$ cat src/rtl/constant_load_encoder_pkg.sv
// Shared RV32I encoding constants and state type for the constant-load encoder.
// The compressed (shortcut) sequences are enabled with JZJCOREF_LI_COMPRESS_EN.
package JZJCoreFTypes;
    localparam logic [6:0] OPCODE_LUI    = 7'b0110111;
    localparam logic [6:0] OPCODE_AUIPC  = 7'b0010111;
    localparam logic [6:0] OPCODE_OP_IMM = 7'b0010011;
    localparam logic [2:0] FUNCT3_ADDI   = 3'b000;
    localparam logic [31:0] INSTR_NOP    = 32'h0000_0013;

    typedef enum logic [1:0] {
        IDLE,
        EMIT_UPPER,
        EMIT_LOWER
    } ConstantLoadState_t;

    typedef struct packed {
        logic [19:0] hi20;
        logic [11:0] lo12;
        logic        skip_upper;
        logic        skip_lower;
    } split_t;
endpackage

$ cat src/rtl/constant_load_encoder_split.sv
// Combinational split of a constant (or PC-relative offset) into LUI/AUIPC + ADDI fields.
// Skip flags are only produced when JZJCOREF_LI_COMPRESS_EN is defined.
module constant_split
    import JZJCoreFTypes::*;
(
    input  logic [31:0] value,
    input  logic [31:0] pc,
    input  logic        pc_relative,
    output split_t      split
);
    logic [31:0] off;

    always_comb begin
        off = pc_relative ? (value - pc) : value;
        split = '0;
        // Rounding up by off[11] compensates for ADDI sign-extending lo12; wraps mod 2^20.
        split.hi20 = off[31:12] + {19'b0, off[11]};
        split.lo12 = off[11:0];
`ifdef JZJCOREF_LI_COMPRESS_EN
        split.skip_upper = !pc_relative && (split.hi20 == 20'd0);
        split.skip_lower = (split.lo12 == 12'd0);
`endif
    end
endmodule

$ cat src/rtl/constant_load_encoder.sv
// Encodes a 32-bit constant or PC-relative target into an LUI/AUIPC + ADDI stream.
// Optional single-word shortcuts are enabled with JZJCOREF_LI_COMPRESS_EN.
module constant_load_encoder
    import JZJCoreFTypes::*;
(
    input  logic        clock,
    input  logic        reset,
    input  logic        req_valid,
    output logic        req_ready,
    input  logic [4:0]  req_rd,
    input  logic [31:0] req_value,
    input  logic        req_pc_relative,
    input  logic [31:0] req_pc,
    output logic        instr_valid,
    input  logic        instr_ready,
    output logic [31:0] instr_word,
    output logic        instr_last
);
    ConstantLoadState_t state, state_nxt;
    split_t             split;
    logic [31:0]        upper_word, lower_word, lower_q;
    logic [31:0]        lower_nxt, word_nxt;
    logic               valid_nxt, last_nxt;
    logic               skip_upper, skip_lower;

    constant_split u_split (
        .value       (req_value),
        .pc          (req_pc),
        .pc_relative (req_pc_relative),
        .split       (split)
    );

    always_comb begin
        upper_word = {split.hi20, req_rd, req_pc_relative ? OPCODE_AUIPC : OPCODE_LUI};
`ifdef JZJCOREF_LI_COMPRESS_EN
        // rd==x0 collapses to a lone NOP regardless of the value.
        skip_upper = (req_rd == 5'd0) || split.skip_upper;
        skip_lower = !skip_upper && split.skip_lower;
        if (req_rd == 5'd0)
            lower_word = INSTR_NOP;
        else
            lower_word = {split.lo12, skip_upper ? 5'd0 : req_rd, FUNCT3_ADDI, req_rd, OPCODE_OP_IMM};
`else
        skip_upper = 1'b0;
        skip_lower = 1'b0;
        lower_word = {split.lo12, req_rd, FUNCT3_ADDI, req_rd, OPCODE_OP_IMM};
`endif
    end

    assign req_ready = (state == IDLE) && reset;

    always_comb begin
        state_nxt = state;
        valid_nxt = instr_valid;
        word_nxt  = instr_word;
        last_nxt  = instr_last;
        lower_nxt = lower_q;
        case (state)
            IDLE: begin
                if (req_valid) begin
                    valid_nxt = 1'b1;
                    lower_nxt = lower_word;
                    if (skip_upper) begin
                        word_nxt  = lower_word;
                        last_nxt  = 1'b1;
                        state_nxt = EMIT_LOWER;
                    end else begin
                        word_nxt  = upper_word;
                        last_nxt  = skip_lower;
                        state_nxt = EMIT_UPPER;
                    end
                end
            end
            EMIT_UPPER: begin
                if (instr_ready) begin
                    if (instr_last) begin
                        valid_nxt = 1'b0;
                        word_nxt  = '0;
                        last_nxt  = 1'b0;
                        state_nxt = IDLE;
                    end else begin
                        word_nxt  = lower_q;
                        last_nxt  = 1'b1;
                        state_nxt = EMIT_LOWER;
                    end
                end
            end
            EMIT_LOWER: begin
                if (instr_ready) begin
                    valid_nxt = 1'b0;
                    word_nxt  = '0;
                    last_nxt  = 1'b0;
                    state_nxt = IDLE;
                end
            end
            default: begin
                valid_nxt = 1'b0;
                word_nxt  = '0;
                last_nxt  = 1'b0;
                state_nxt = IDLE;
            end
        endcase
    end

    always_ff @(posedge clock or negedge reset) begin
        if (!reset) begin
            state       <= IDLE;
            instr_valid <= 1'b0;
            instr_word  <= '0;
            instr_last  <= 1'b0;
            lower_q     <= '0;
        end else begin
            state       <= state_nxt;
            instr_valid <= valid_nxt;
            instr_word  <= word_nxt;
            instr_last  <= last_nxt;
            lower_q     <= lower_nxt;
        end
    end
endmodule
$ cat config.mk
export PLATFORM = sky130hd
export DESIGN_NAME = constant_load_encoder
export DESIGN_NICKNAME = d
export VERILOG_FILES = /design/src/rtl/constant_load_encoder_pkg.sv /design/src/rtl/constant_load_encoder_split.sv /design/src/rtl/constant_load_encoder.sv
export SDC_FILE = /design/constraint.sdc
export NUM_CORES = 1
export LEC_CHECK = 0
export ABC_AREA = 1
export CORE_MARGIN = 3
export CORE_UTILIZATION = 43
export CTS_CLUSTER_SIZE = 24
export DETAILED_ROUTE_END_ITERATION = 12
export DONT_BUFFER_PORTS = 1
export PLACE_DENSITY = 0.55
export RECOVER_POWER = 50
export SLEW_MARGIN = 40
export SYNTH_ARGS = -nofsm -noshare
export SYNTH_HDL_FRONTEND = slang
export SYNTH_SLANG_ARGS = --single-unit
$ cat constraint.sdc
create_clock -name clock -period 2.58 [get_ports clock]
set_input_delay 0.516 -clock clock [delete_from_list [all_inputs] [get_ports clock]]
set_output_delay 0.516 -clock clock [all_outputs]
set_load 0.03 [all_outputs]
==> metrics <==
worst hold slack=around 0.33 ns; Clk pin slew, worst setup/hold paths=0.07 ns; GP Congestion=0.9198; share of cells above drive strength 1=28.90%; WL per Instance=15.51 um; DRC Markers=0; Yosys top cell by area=nand2_1; Setup CP Type=in2reg; placed insts=between 1,000 and 1,500; Die W=119.9 um; Net Sw Frac=48.69%; Hold Path Class=in2reg; Placeable Area=12,360 sq um; Synth Warn #=0; FF/Latch Area=around 1200 sq um; Worst-Skew Late Latency=0.28 ns; gr ovfl total=0; failing checks=negative setup slack; initial antenna violation count=0; RSZ-0062 raised after global routing=true; Leak=about 4 nW; hold_sp=instr_ready; synth cell count leaders=nand2_1 (338), inv_1 (152), nand3_1 (53), dfrtp_1 (48), nor2_1 (48); n_diodes=0; Top delay family on crit path=simple AND/OR/NAND/NOR gates; Relative slew margins=between 20% and 30%; Post-Route Setup TNS=-0.7211 ns; max-slew violation count=0; R2R cell count=10; Final Hold Vio Count=0; Worst IR Drop VDD=0.4651 mV; reg2reg start=instr_last; largest net degree at the start of global routing=about 50; Worst Hold End=state[0]; sum of buffers and inverters on the critical path=5; Syn Inst Count=935; overall routing resource usage=26.29%; Core Util, Final=58.72%; CP max stage cell=ha_4; Synth area leaders=nand2_1 (23%), dfrtp_1 (22%), inv_1 (10%); worst slew pin tran=approximately 1.2 ns; pwr dens=~760 nW/um^2; Root Driver=clkbuf_16; Initial Util=between 40% and 50%; syn avg cell area=about 6.0 sq um; number of distinct library cells after synthesis=43; Max Clk Rate=369.1 MHz; Routed WL=19.04 mm; WP data required=2.80 ns; # nets final=1,166; reg2reg setup slack=0.48 ns; worst setup margin=-0.1292 ns; Std-Cell Rows=40; H-Tree Depth=2; Clk pwr share=15.3%; ys flop type=dfrtp_1; share of the synthesized area in the top cell type=22.75%; DR iter-0 viols=358; Hold Path Stages=1; Num CTS Buffers=5; vias=6,140; Top Ports=109; # fillers=1,229; area of the multi-input gates=between 3000 and 4000 sq um; Comb pwr share=50.3%; DR pass1 iterations=5; post-route antenna net violation count=0; Setup Viol. Count Final=12; Layout Cells excl Fill=between 1,000 and 1,500; kind of start point of the critical path=input port; number of enable flip-flop cells after synthesis=0; sequential area share after synthesis=21.53%; CTS Sinks=48; worst r2r dst=lower_q[23]; Die Ht=around 120 um; Max Cap Viol=0; Final HPWL DP=15.92 mm; DR vias/cell=around 5.0; Seq pwr share=34.4%; crit path cell chain=inv_1 > ha_4 > buf_4 > nand2_2 > nor2_1 > buf_4 > nand2_1 > nand3b_4 > nand3_1 > nand2_1 > nand3_1 > nand2_1 > buf_4 > inv_1 > nand2_1 > nor2_2 > nand3_2 > nand2_2 > nand3_2 > nand2_1 > nand2_1 > nand2_1; Fin Clk Skew=around 0.0042 ns; Port-buffer cells=0; top-count cell post-synth=nand2_1; Worst path max stage delay=0.29 ns; P_int=2.831 mW; CP dominant cell by count=nand2_1; NetSw=2.686 mW; total die area=14,370 sq um; Async SR Flop Fraction=100.0%; Tmin final=2.709 ns; Max Root-Sink Buffers=2; area grow syn2layout=30.15%; nature of the critical path endpoint=register; vias in the first global route=5,962; mapped cell area=5578 sq um; Synth Register Bits=between 40 and 50; first-pass GRT wire length=30.07 mm; CTS tree=yes; crit path DAT=2.93 ns; CP max FO=4; outcome=finished, violations left; Final period util=105.0%
worst register-to-register path, stage by stage (launching register included):
cell and delay, ns:
dfrtp_1 0.62, nor2_4 0.08, inv_2 0.16, o21ai_0 0.13
nor2_1 0.18, inv_2 0.05, nor2_1 0.15, inv_2 0.16
a21oi_1 0.14, o21ai_0 0.17, o21a_1 0.15
through the flow:
stage	area (sq um)	setup slack (ns)	power, mW
final	7259	-0.1292	5.517
after detailed placement	6696	-0.6736	4.509
after CTS	7068	-0.1653	5.475
after global routing	7259	-0.2814	5.904
after floorplan	5642	-0.2609	3.595
after global placement	6696	-0.5128	4.462
area by class of cell:
type,count,share of cell area (%)
inverter,178,9.600
clock buffer,5,1.724
sequential,48,16.55
tap,168,2.896
multi-input combinational,690,54.31
timing repair buffer,135,13.98
clock inverter,3,0.9479
cell usage in the layout, fill, tap and decap left out, types with 2 or more instances in the layout:
cell type	instances
nand4_1	12
a2bb2oi_1	13
o21bai_1	2
nand3_1	43
dfrtp_1	48
clkbuf_16	5
o21ai_0	19
nand3_2	19
ha_1	24
and2_1	3
ha_4	8
nor2_2	18
o21ai_1	9
or2_2	9
nor2_1	40
a21oi_1	41
a2bb2oi_2	2
o21ai_2	4
a21oi_2	3
o211ai_1	2
nand2_2	45
a22o_1	2
buf_4	133
conb_1	2
nand2_4	4
bufinv_16	2
nor2_4	11
inv_1	149
nor3_1	4
o21a_1	5
nand2_1	316
xor2_1	5
nand3b_1	4
xnor2_1	5
inv_2	26
nor3_2	4
repair_timing:
item                                    CTS  global route
pin swaps                                 5            19
setup buffers                             5             3
gates resized for setup                  31            44
endpoints found under the hold margin    48             0
endpoints found under the setup margin   17            17
hold buffers                              1             0
routing by layer:
| metal | wire [um] | global-route usage [%] | vias to the layer above |
|---|---|---|---|
| li1 | - | - | 3140 |
| met1 | 8620 | 35.14 | 2791 |
| met2 | 8707 | 43.50 | 180 |
| met3 | 1093 | 4.006 | 29 |
| met4 | 614 | 8.733 | 0 |
| met5 | 0 | 0 | - |
registers in the layout, summed over array words and instances (netlist names):
signal       count
instr_word      27
instr_valid      1
state            1
instr_last       1
lower_q         18
cells by family after synthesis:
group | after synthesis | synth area share (%)
compound gates | 107 | 11.44
xor+xnor | 11 | 1.727
fa+ha+maj | 34 | 7.761
buf+inv | 198 | 13.80
flops | 48 | 21.53
other cells | 1 | 0.06723
simple gates | 536 | 43.67
power groups by stage:
stage	registers, mW	logic, mW	clock network [mW]
2_1_floorplan	1.78	1.82	0
3_3_place_gp	1.91	2.55	0
3_5_place_dp	1.92	2.59	0
4_1_cts	1.91	2.72	0.854
5_1_grt	1.94	3.08	0.885
6_report	1.90	2.78	0.842
how the worst max path moves through the flow:
stage / from / end / slack, ns / cells past startpoint
CTS: req_value[0] / instr_word[24] / -0.17 / 21
finish: req_pc[6] / instr_word[28] / -0.13 / 22
detailed placement: req_pc[4] / instr_word[18] / -0.67 / 18
global route: req_pc[6] / instr_word[28] / -0.28 / 22
floorplan: req_value[0] / instr_word[24] / -0.26 / 21
global placement: req_value[0] / instr_word[18] / -0.51 / 20
Power figures use the tool's default switching activity.
